**config.mk**
```make
export PLATFORM = sky130hd
export DESIGN_NAME = cart_mem_fetch
export DESIGN_NICKNAME = d
export VERILOG_FILES = /design/src/rtl/cart_mem_fetch_pkg.sv /design/src/rtl/cart_mem_fetch_cache.sv /design/src/rtl/cart_mem_fetch.sv
export SDC_FILE = /design/constraint.sdc
export NUM_CORES = 1
export LEC_CHECK = 0
export BUFFER_PORTS_ARGS = -buffer_cell sky130_fd_sc_hd__buf_2
export CAP_MARGIN = 15
export CORE_MARGIN = 5
export CORE_UTILIZATION = 35
export CTS_BUF_LIST = sky130_fd_sc_hd__clkbuf_4 sky130_fd_sc_hd__clkbuf_8
export CTS_CLUSTER_SIZE = 14
export DETAILED_ROUTE_END_ITERATION = 10
export HOLD_SLACK_MARGIN = 0.12
export SYNTH_ARGS = -nofsm -noshare
export SYNTH_HDL_FRONTEND = slang
export SYNTH_HIERARCHICAL = 1
export SYNTH_SLANG_ARGS = --single-unit
```
**constraint.sdc**
```tcl
create_clock -name clk -period 5.3 [get_ports clk]
set_input_delay 0 -clock clk [delete_from_list [all_inputs] [get_ports clk]]
set_output_delay 0 -clock clk [all_outputs]
set_load 0.02 [all_outputs]
```
**src/rtl/cart_mem_fetch_pkg.sv**
```systemverilog
// Shared cartridge definitions: fetch FSM states and the value seen on an undriven bus.
package cart_mem_fetch_pkg;

    typedef enum logic [2:0] {
        ST_IDLE     = 3'd0,
        ST_ROM_REQ  = 3'd1,
        ST_ROM_WAIT = 3'd2,
        ST_SRAM_RD  = 3'd3,
        ST_DONE     = 3'd4
    } fetch_state_e;

    localparam logic [7:0] OPEN_BUS = 8'hFF;

endpackage

```
**src/rtl/cart_mem_fetch_cache.sv**
```systemverilog
// One-entry ROM read cache: remembers the address and byte of the last completed SDRAM fetch.
module cart_fetch_cache #(
    parameter int ADDR_W = 25
) (
    input  logic              clk,
    input  logic              reset,
    input  logic              fill_i,
    input  logic [ADDR_W-1:0] fill_addr_i,
    input  logic [7:0]        fill_data_i,
    input  logic [ADDR_W-1:0] lookup_addr_i,
    output logic              hit_o,
    output logic [7:0]        data_o
);

    logic              valid_q;
    logic [ADDR_W-1:0] tag_q;
    logic [7:0]        data_q;

    always_ff @(posedge clk) begin
        if (reset) begin
            valid_q <= 1'b0;
        end else if (fill_i) begin
            valid_q <= 1'b1;
        end
    end

    // Tag and data need no reset; valid_q alone qualifies them.
    always_ff @(posedge clk) begin
        if (fill_i) begin
            tag_q  <= fill_addr_i;
            data_q <= fill_data_i;
        end
    end

    assign hit_o  = valid_q && (tag_q == lookup_addr_i);
    assign data_o = data_q;

endmodule

```
**src/rtl/cart_mem_fetch.sv**
```systemverilog
// Cartridge memory fetch: serves CPU reads from a one-byte ROM cache, SDRAM (toggle handshake)
// or on-chip SRAM, and CPU writes to SRAM, stretching the CPU cycle with wait_n as needed.
module cart_mem_fetch
    import cart_mem_fetch_pkg::*;
#(
    parameter int ADDR_W = 25,
    parameter int SRAM_W = 15
) (
    input  logic              clk,
    input  logic              reset,
    input  logic              cpu_rd,
    input  logic              cpu_wr,
    input  logic [7:0]        d_from_cpu,
    input  logic [ADDR_W-1:0] mem_addr,
    input  logic              mem_oe,
    input  logic [SRAM_W-1:0] sram_addr,
    input  logic              sram_oe,
    input  logic              sram_we,
    output logic [7:0]        d_to_cpu,
    output logic              wait_n,
    output logic [ADDR_W-1:0] sdram_addr,
    output logic              sdram_req,
    input  logic              sdram_ack,
    input  logic [7:0]        sdram_dout,
    output logic [SRAM_W-1:0] bram_addr,
    output logic [7:0]        bram_din,
    output logic              bram_we,
    input  logic [7:0]        bram_dout
);

    fetch_state_e      state_q, state_d;
    logic              act_q;
    logic              start;
    logic [7:0]        dout_q, dout_d;
    logic [ADDR_W-1:0] saddr_q, saddr_d;
    logic              req_q, req_d;
    logic [SRAM_W-1:0] baddr_q, baddr_d;
    logic [7:0]        bdin_q, bdin_d;
    logic              bwe_q, bwe_d;
    logic              cache_fill;
    logic              cache_hit;
    logic [7:0]        cache_data;
    logic              rd_start_wait;
    logic              busy;

    assign start = (cpu_rd || cpu_wr) && !act_q && !reset;

    cart_fetch_cache #(.ADDR_W(ADDR_W)) u_cache (
        .clk          (clk),
        .reset        (reset),
        .fill_i       (cache_fill),
        .fill_addr_i  (saddr_q),
        .fill_data_i  (sdram_dout),
        .lookup_addr_i(mem_addr),
        .hit_o        (cache_hit),
        .data_o       (cache_data)
    );

    always_comb begin
        state_d    = state_q;
        dout_d     = dout_q;
        saddr_d    = saddr_q;
        req_d      = req_q;
        baddr_d    = baddr_q;
        bdin_d     = bdin_q;
        bwe_d      = 1'b0;
        cache_fill = 1'b0;
        case (state_q)
            ST_IDLE: begin
                // Nothing is outstanding here, so track ack to swallow any late toggle.
                req_d = sdram_ack;
                if (start) begin
                    if (cpu_rd) begin
                        if (sram_oe) begin
                            baddr_d = sram_addr;
                            state_d = ST_SRAM_RD;
                        end else if (mem_oe) begin
                            if (cache_hit) begin
                                dout_d  = cache_data;
                                state_d = ST_DONE;
                            end else begin
                                state_d = ST_ROM_REQ;
                            end
                        end else begin
                            dout_d = OPEN_BUS;
                        end
                    end else if (sram_we) begin
                        bwe_d   = 1'b1;
                        baddr_d = sram_addr;
                        bdin_d  = d_from_cpu;
                    end
                end
            end
            ST_ROM_REQ: begin
                saddr_d = mem_addr;
                req_d   = ~req_q;
                state_d = ST_ROM_WAIT;
            end
            ST_ROM_WAIT: begin
                if (sdram_ack == req_q) begin
                    dout_d     = sdram_dout;
                    cache_fill = 1'b1;
                    state_d    = cpu_rd ? ST_DONE : ST_IDLE;
                end
            end
            ST_SRAM_RD: begin
                dout_d  = bram_dout;
                state_d = cpu_rd ? ST_DONE : ST_IDLE;
            end
            ST_DONE: begin
                if (!cpu_rd) begin
                    state_d = ST_IDLE;
                end
            end
            default: state_d = ST_IDLE;
        endcase
    end

    always_ff @(posedge clk) begin
        if (reset) begin
            state_q <= ST_IDLE;
            act_q   <= 1'b0;
            dout_q  <= OPEN_BUS;
            saddr_q <= '0;
            req_q   <= sdram_ack;
            bwe_q   <= 1'b0;
        end else begin
            state_q <= state_d;
            act_q   <= cpu_rd || cpu_wr;
            dout_q  <= dout_d;
            saddr_q <= saddr_d;
            req_q   <= req_d;
            bwe_q   <= bwe_d;
        end
    end

    always_ff @(posedge clk) begin
        baddr_q <= baddr_d;
        bdin_q  <= bdin_d;
    end

    assign rd_start_wait = start && cpu_rd && (state_q == ST_IDLE) && (sram_oe || mem_oe);
    assign busy = (state_q == ST_ROM_REQ) || (state_q == ST_ROM_WAIT) || (state_q == ST_SRAM_RD);

    assign wait_n     = reset || !(rd_start_wait || busy);
    assign d_to_cpu   = dout_q;
    assign sdram_addr = saddr_q;
    assign sdram_req  = req_q;
    assign bram_we    = bwe_q;
    assign bram_din   = bdin_q;
    assign bram_addr  = ((state_q == ST_IDLE) && !bwe_q) ? sram_addr : baddr_q;

endmodule

```
== Word-level counts from Yosys, hierarchy flattened ==
Cells that the tools add are included.

* Register bits after elaboration: 96
* Input bits: 72
* Output and inout port bits: 59
* Logic and storage cells: 80

* Equal/unequal tests: 14
* Mux-type cells: 25
* Bitwise logic cells: 4
* Reductions and logical operators: 26

{| class="wikitable"
|+ Operator list
! kind !! number
|-
| $mux 15 || 4
|-
| $mux 8 || 6
|-
| $eq 25x25->1 || 1
|-
| $mux 3 || 8
|-
| $pmux 8 s3 || 1
|-
| $pmux 3 s5 || 1
|-
| $ne 2x2->1 const B || 5
|-
| $reduce_and 4->1 || 2
|-
| $logic_and 1x1->1 || 7
|-
| $eq 3x2->1 const B || 2
|-
| $logic_or 1x1->1 || 6
|-
| $ne 3x3->1 const B || 2
|-
| $reduce_and 6->1 || 1
|-
| $reduce_bool 3->1 || 2
|-
| $reduce_and 5->1 || 1
|-
| $logic_not 1->1 || 4
|-
| $mux 1 || 4
|-
| $not 1->1 || 4
|-
| $reduce_or 4->1 || 1
|-
| $eq 3x1->1 const B || 1
|-
| $eq 3x3->1 const B || 1
|-
| $logic_not 3->1 || 1
|-
| $ne 2x1->1 const B || 1
|-
| $pmux 1 s2 || 1
|-
| other kinds (2) || 2
|}

== Logic depth before layout (Yosys ltp) ==
* Depth after elaboration: 9
* Mapped depth: 9
* Mapped depth without buffers: 8

== Cells and area by module ==
The synthesis kept the hierarchy.

{| class="wikitable"
|+ Modules (own cells, without submodules)
! module !! instances !! cells an instance !! area each (µm²) !! seq. area each (µm²)
|-
| cart_mem_fetch || 1 || 259 || 2692.6 || 1481.4
|-
| cart_fetch_cache || 1 || 70 || 1297.5 || 1011.0
|}

== Worst setup path before layout ==
OpenSTA, ideal clock, no wires.

* Path type: reg-to-reg
* From: reg state_q[1]
* To: reg u_cache.data_q[0] (netlist: u_cache/data_o[0]) (enable)
* Library setup time: 0.474 ns
* Arrival time: 3.393 ns
* Data required time: 4.826 ns
* Slack: 1.433 ns
* Cell stages (with the launch flop): 5
* Buffers on the path: 2
* Period minus slack after synthesis: 3.867 ns
* Cell sequence: dfxtp_1 -> nor2b_1 -> buf_6 -> buf_2 -> nor3b_1

* Longest elaborated chain between the ends: 2

{| class="wikitable"
|+ Ends and longest elaborated chain
! what !! line !! text
|-
| from (decl) || cart_mem_fetch.sv:31 || <nowiki>fetch_state_e state_q, state_d;</nowiki>
|-
| from (signal assigned) || cart_mem_fetch.sv:128 || <nowiki>state_q <= state_d;</nowiki>
|-
| $eq 3x2->1 || cart_mem_fetch.sv:68 || <nowiki>case (state_q)</nowiki>
|-
| $mux 1 || cart_mem_fetch.sv:68 ||
|-
| via cache_fill || cart_mem_fetch.sv:40 || <nowiki>logic cache_fill;</nowiki>
|-
| to (signal assigned) || cart_mem_fetch_cache.sv:31 || <nowiki>data_q <= fill_data_i;</nowiki>
|-
| to (decl) || cart_mem_fetch_cache.sv:17 || <nowiki>logic [7:0] data_q;</nowiki>
|}

The timed path passes the listed nets, and every way through them passes these cells.
A chain may end at the register's enable or synchronous reset.

== Worst setup path after layout ==
* From: reg state_q[1]
* To: reg u_cache.tag_q[0] (enable)

* Longest elaborated chain between the ends: 2

{| class="wikitable"
|+ Ends and longest elaborated chain
! what !! line !! text
|-
| $eq 3x2->1 || cart_mem_fetch.sv:68 ||
|-
| $mux 1 || cart_mem_fetch.sv:68 ||
|-
| via cache_fill || cart_mem_fetch.sv:40 ||
|-
| to (signal assigned) || cart_mem_fetch_cache.sv:30 || <nowiki>tag_q <= fill_addr_i;</nowiki>
|-
| to (decl) || cart_mem_fetch_cache.sv:16 || <nowiki>logic [ADDR_W-1:0] tag_q;</nowiki>
|}

The timed path passes the listed nets, and every way through them passes these cells.

==> impl_metrics.json <==
{
  "async_reset_ff_share_pct": 0,
  "grt_pass1_vias": 3052,
  "p_int_mw": 1.164,
  "n_fill_cell": 973,
  "cp-end-kind": "flop",
  "period_share_pct": 50.49,
  "die_area_sq_mm": 0.01364,
  "antenna_found_initial": 0,
  "power_density_mw_per_mm2": 281.1,
  "setup-tns-final_ns": 0,
  "critPathMaxFanout": 29,
  "totalPowerFinal_mw": 1.580,
  "p_leak_nw": 2.251,
  "grt_max_degree": 52,
  "root_buffer": "clkbuf_8",
  "cp_slowest_cell": "nor2b_1",
  "firstDrtPassIters": 6,
  "r2r_start": "state_q[1]",
  "gr-usage-all-layers_pct": 14.29,
  "path_cells": "nor2b_1 -> nor3b_2 -> buf_4",
  "io_pins": 131,
  "seqPwrFrac_pct": 52.8,
  "holdCritPathClass": "in -> reg",
  "synth_flop_cell": "edfxtp_1",
  "ff_latch_area_sq_mm": 0.002492,
  "path_delay_family": "simple AND/OR/NAND/NOR gates",
  "htree_levels": 3,
  "remaining_drc_errors": 0,
  "cts_sinks": 96,
  "reg2regPathDepth": 3,
  "layout_min_cycle_time_ns": 2.676,
  "postRouteAntennaNets": 0,
  "critPathCapture": "u_cache/tag_q[0]",
  "r2r_setup_slack_ns": 2.62,
  "relSlewSlack_pct": 26.13,
  "gr-max-usage-layer": "met2",
  "ys_top_cells_by_count": "61 x nand2_1, 57 x edfxtp_1, 39 x dfxtp_1, 35 x a21oi_1",
  "synth_top_cell_area_share_pct": 42.90,
  "fin_area_sq_mm": 0.005622,
  "drtIter0Drc": 143,
  "synth_seq_cells": 96,
  "slew_viol_final": 0,
  "die_h_um": 116.8,
  "clk_pin_slew_ns": 0.10,
  "status": "completed",
  "avgSynthCellArea_sq_um": 12.13,
  "slowest_delay_ns": 0.90,
  "p_sw_share_pct": 26.32,
  "timing.fmax_ghz": 0.3737,
  "synth.distinct_cells": 38,
  "cts_buffers": 9,
  "clk-insertion-delay-late_ns": 0.36,
  "synth_area_leaders": "edfxtp_1 43%, dfxtp_1 20%, nand2_1 5.7%",
  "port_buffers": 130,
  "postPlaceCellArea_sq_mm": 0.004702,
  "grt_util_met3_pct": 3.702,
  "worst_slew_pin_slew_ns": 1.106,
  "cp.depth": 3,
  "timing.final.hold_violations": 0,
  "drive_gt1_share_pct": 33.65,
  "critPathArrivalTime_ns": 2.69,
  "fin_worst_skew_ns": 0.01110,
  "cp_num_buf_inv": 1,
  "synth_edf_count": 57,
  "nNetsFinal": 596,
  "syn_nets": 401,
  "yosysTopAreaCell": "edfxtp_1",
  "report.final.setup_viol": 0,
  "num_vias": 3156,
  "coreArea_sq_mm": 0.01127,
  "yosysSeqAreaShare_pct": 62.46,
  "netlist_area_sq_mm": 0.003990,
  "area_growth_pct": 40.89,
  "grt_use_met2_pct": 24.46,
  "setup.worst_path.start": "state_q[1]",
  "peakVddDrop_mv": 0.1235,
  "initial_core_util_pct": 35.40,
  "yosys_warnings": 6,
  "routed_wl_um": 10030,
  "synth.most_common_cell": "nand2_1",
  "switchingPower_uw": 416.0,
  "rsz0062_at_grt": "no",
  "pwr-share-comb_pct": 15.7,
  "worst-setup-path-type": "reg -> reg",
  "num_antenna_cells": 0,
  "use_met1_pct": 17.96,
  "clock_path_buffers": 2,
  "multiInputGateArea_sq_mm": 0.001373,
  "viasPerCell": 4.696,
  "maxCapViolations": 0,
  "r2r_end": "u_cache/tag_q[0]",
  "cts_resized": 0,
  "cts_tree": "done",
  "power_frac_clock_pct": 31.5,
  "die_w_um": 116.8,
  "timing.hold.ws_ns": 0.2097,
  "cp.required_ns": 5.32,
  "worst_setup_path_start_kind": "flop",
  "row_count": 39,
  "grt.overflow.total": 0,
  "gp_congestion": 0.7423,
  "post-dp-hpwl_um": 6594,
  "syn_inst": 329,
  "grt_pass1_wl_um": 15150,
  "wire_per_inst_um": 14.92
}
==> cells in the final DEF (no fill, tap or decap), types with 2 or more instances in the layout <==
cell type | netlist | routed
o21ai_0 | 2 | 2
nand4_1 | 2 | 2
dfxtp_1 | 39 | 39
clkinv_4 | 0 | 2
dlygate4sd3_1 | 0 | 71
nand3_1 | 2 | 2
mux2i_1 | 16 | 16
nor2b_1 | 3 | 3
and4_1 | 2 | 2
o31ai_1 | 2 | 2
nor3_1 | 4 | 4
nor2_1 | 17 | 17
nor4_1 | 4 | 4
inv_6 | 0 | 3
nand2_1 | 61 | 61
clkbuf_8 | 2 | 9
edfxtp_1 | 57 | 57
xor2_1 | 17 | 17
xnor2_1 | 9 | 9
mux2_2 | 16 | 16
or3b_2 | 8 | 8
a21oi_1 | 35 | 35
buf_2 | 4 | 130
==> final cells by class <==
type	instances	share of cell area, %
tap	143	3.183
multi-input combinational	215	24.42
clock inverter	7	1.513
clock buffer	9	2.203
timing repair buffer	202	24.35
sequential	96	44.34
==> flip-flops by register name, indices dropped and copies added, names as in the netlist <==
signal and cells:
act_q 1, bram_din 8, u_cache/data_o 8, state_q 3
u_cache/valid_q 1, baddr_q 15, sdram_req 1, d_to_cpu 8
u_cache/tag_q 25, sdram_addr 25, bram_we 1
==> per-stage QoR <==
step | utilization, % | instances | worst slack [ns]
floorplan | - | 329 | 1.433
global placement | 41.71 | 585 | 2.757
detailed placement | 41.71 | 585 | 2.593
CTS | 49.87 | 672 | 2.588
global route | 49.87 | 672 | 2.398
finish | 49.87 | 672 | 2.624
==> power by group through the flow <==
stage	logic (mW)	clock network, mW	registers (mW)
4_1_cts	0.250	0.521	0.835
3_3_place_gp	0.206	0	0.850
5_1_grt	0.270	0.548	0.837
3_5_place_dp	0.209	0	0.852
2_1_floorplan	0.121	0	0.862
6_report	0.249	0.497	0.834
==> worst min path at each step <==
stage / cells after the start / slack [ns] / from / to
after global placement: 1 / 0.18 / d_from_cpu[0] / bram_din[0]
after detailed placement: 1 / 0.18 / d_from_cpu[1] / bram_din[1]
after CTS: 4 / 0.19 / mem_oe / d_to_cpu[1]
final: 4 / 0.21 / mem_oe / d_to_cpu[5]
after floorplan: 1 / 0.07 / reset / u_cache/valid_q
after global routing: 4 / 0.21 / mem_oe / d_to_cpu[1]
==> metal layers <==
layer,up-vias,part of all wire [%]
li1,1551,-
met1,1477,43
met2,120,48
met3,8,8.2
met4,0,0.91
met5,-,0
==> cells by family (layout without fill, tap and decap cells) <==
| logic type | Yosys count | after routing | share of synthesized area (%) |
|---|---|---|---|
| DFF | 96 | 96 | 62.46 |
| AOI/OAI and AO/OA | 44 | 44 | 6.021 |
| muxes | 32 | 32 | 8.529 |
| buffers and inverters | 18 | 218 | 3.261 |
| xor gates and xnor gates | 26 | 26 | 5.707 |
| and+or+nand+nor | 113 | 113 | 14.02 |
==> repair_timing <==
| action | in CTS | in global routing |
|---|---|---|
| hold endpoints to repair | 69 | 0 |
| hold buffers | 71 | 0 |
| setup buffers | 0 | 0 |
==> worst register-to-register path: stages (launching register included) <==
cell and delay [ns]:
dfxtp_1 0.43, nor2b_1 0.90, nor3b_2 0.56, buf_4 0.44
Power figures use the tool's default switching activity.
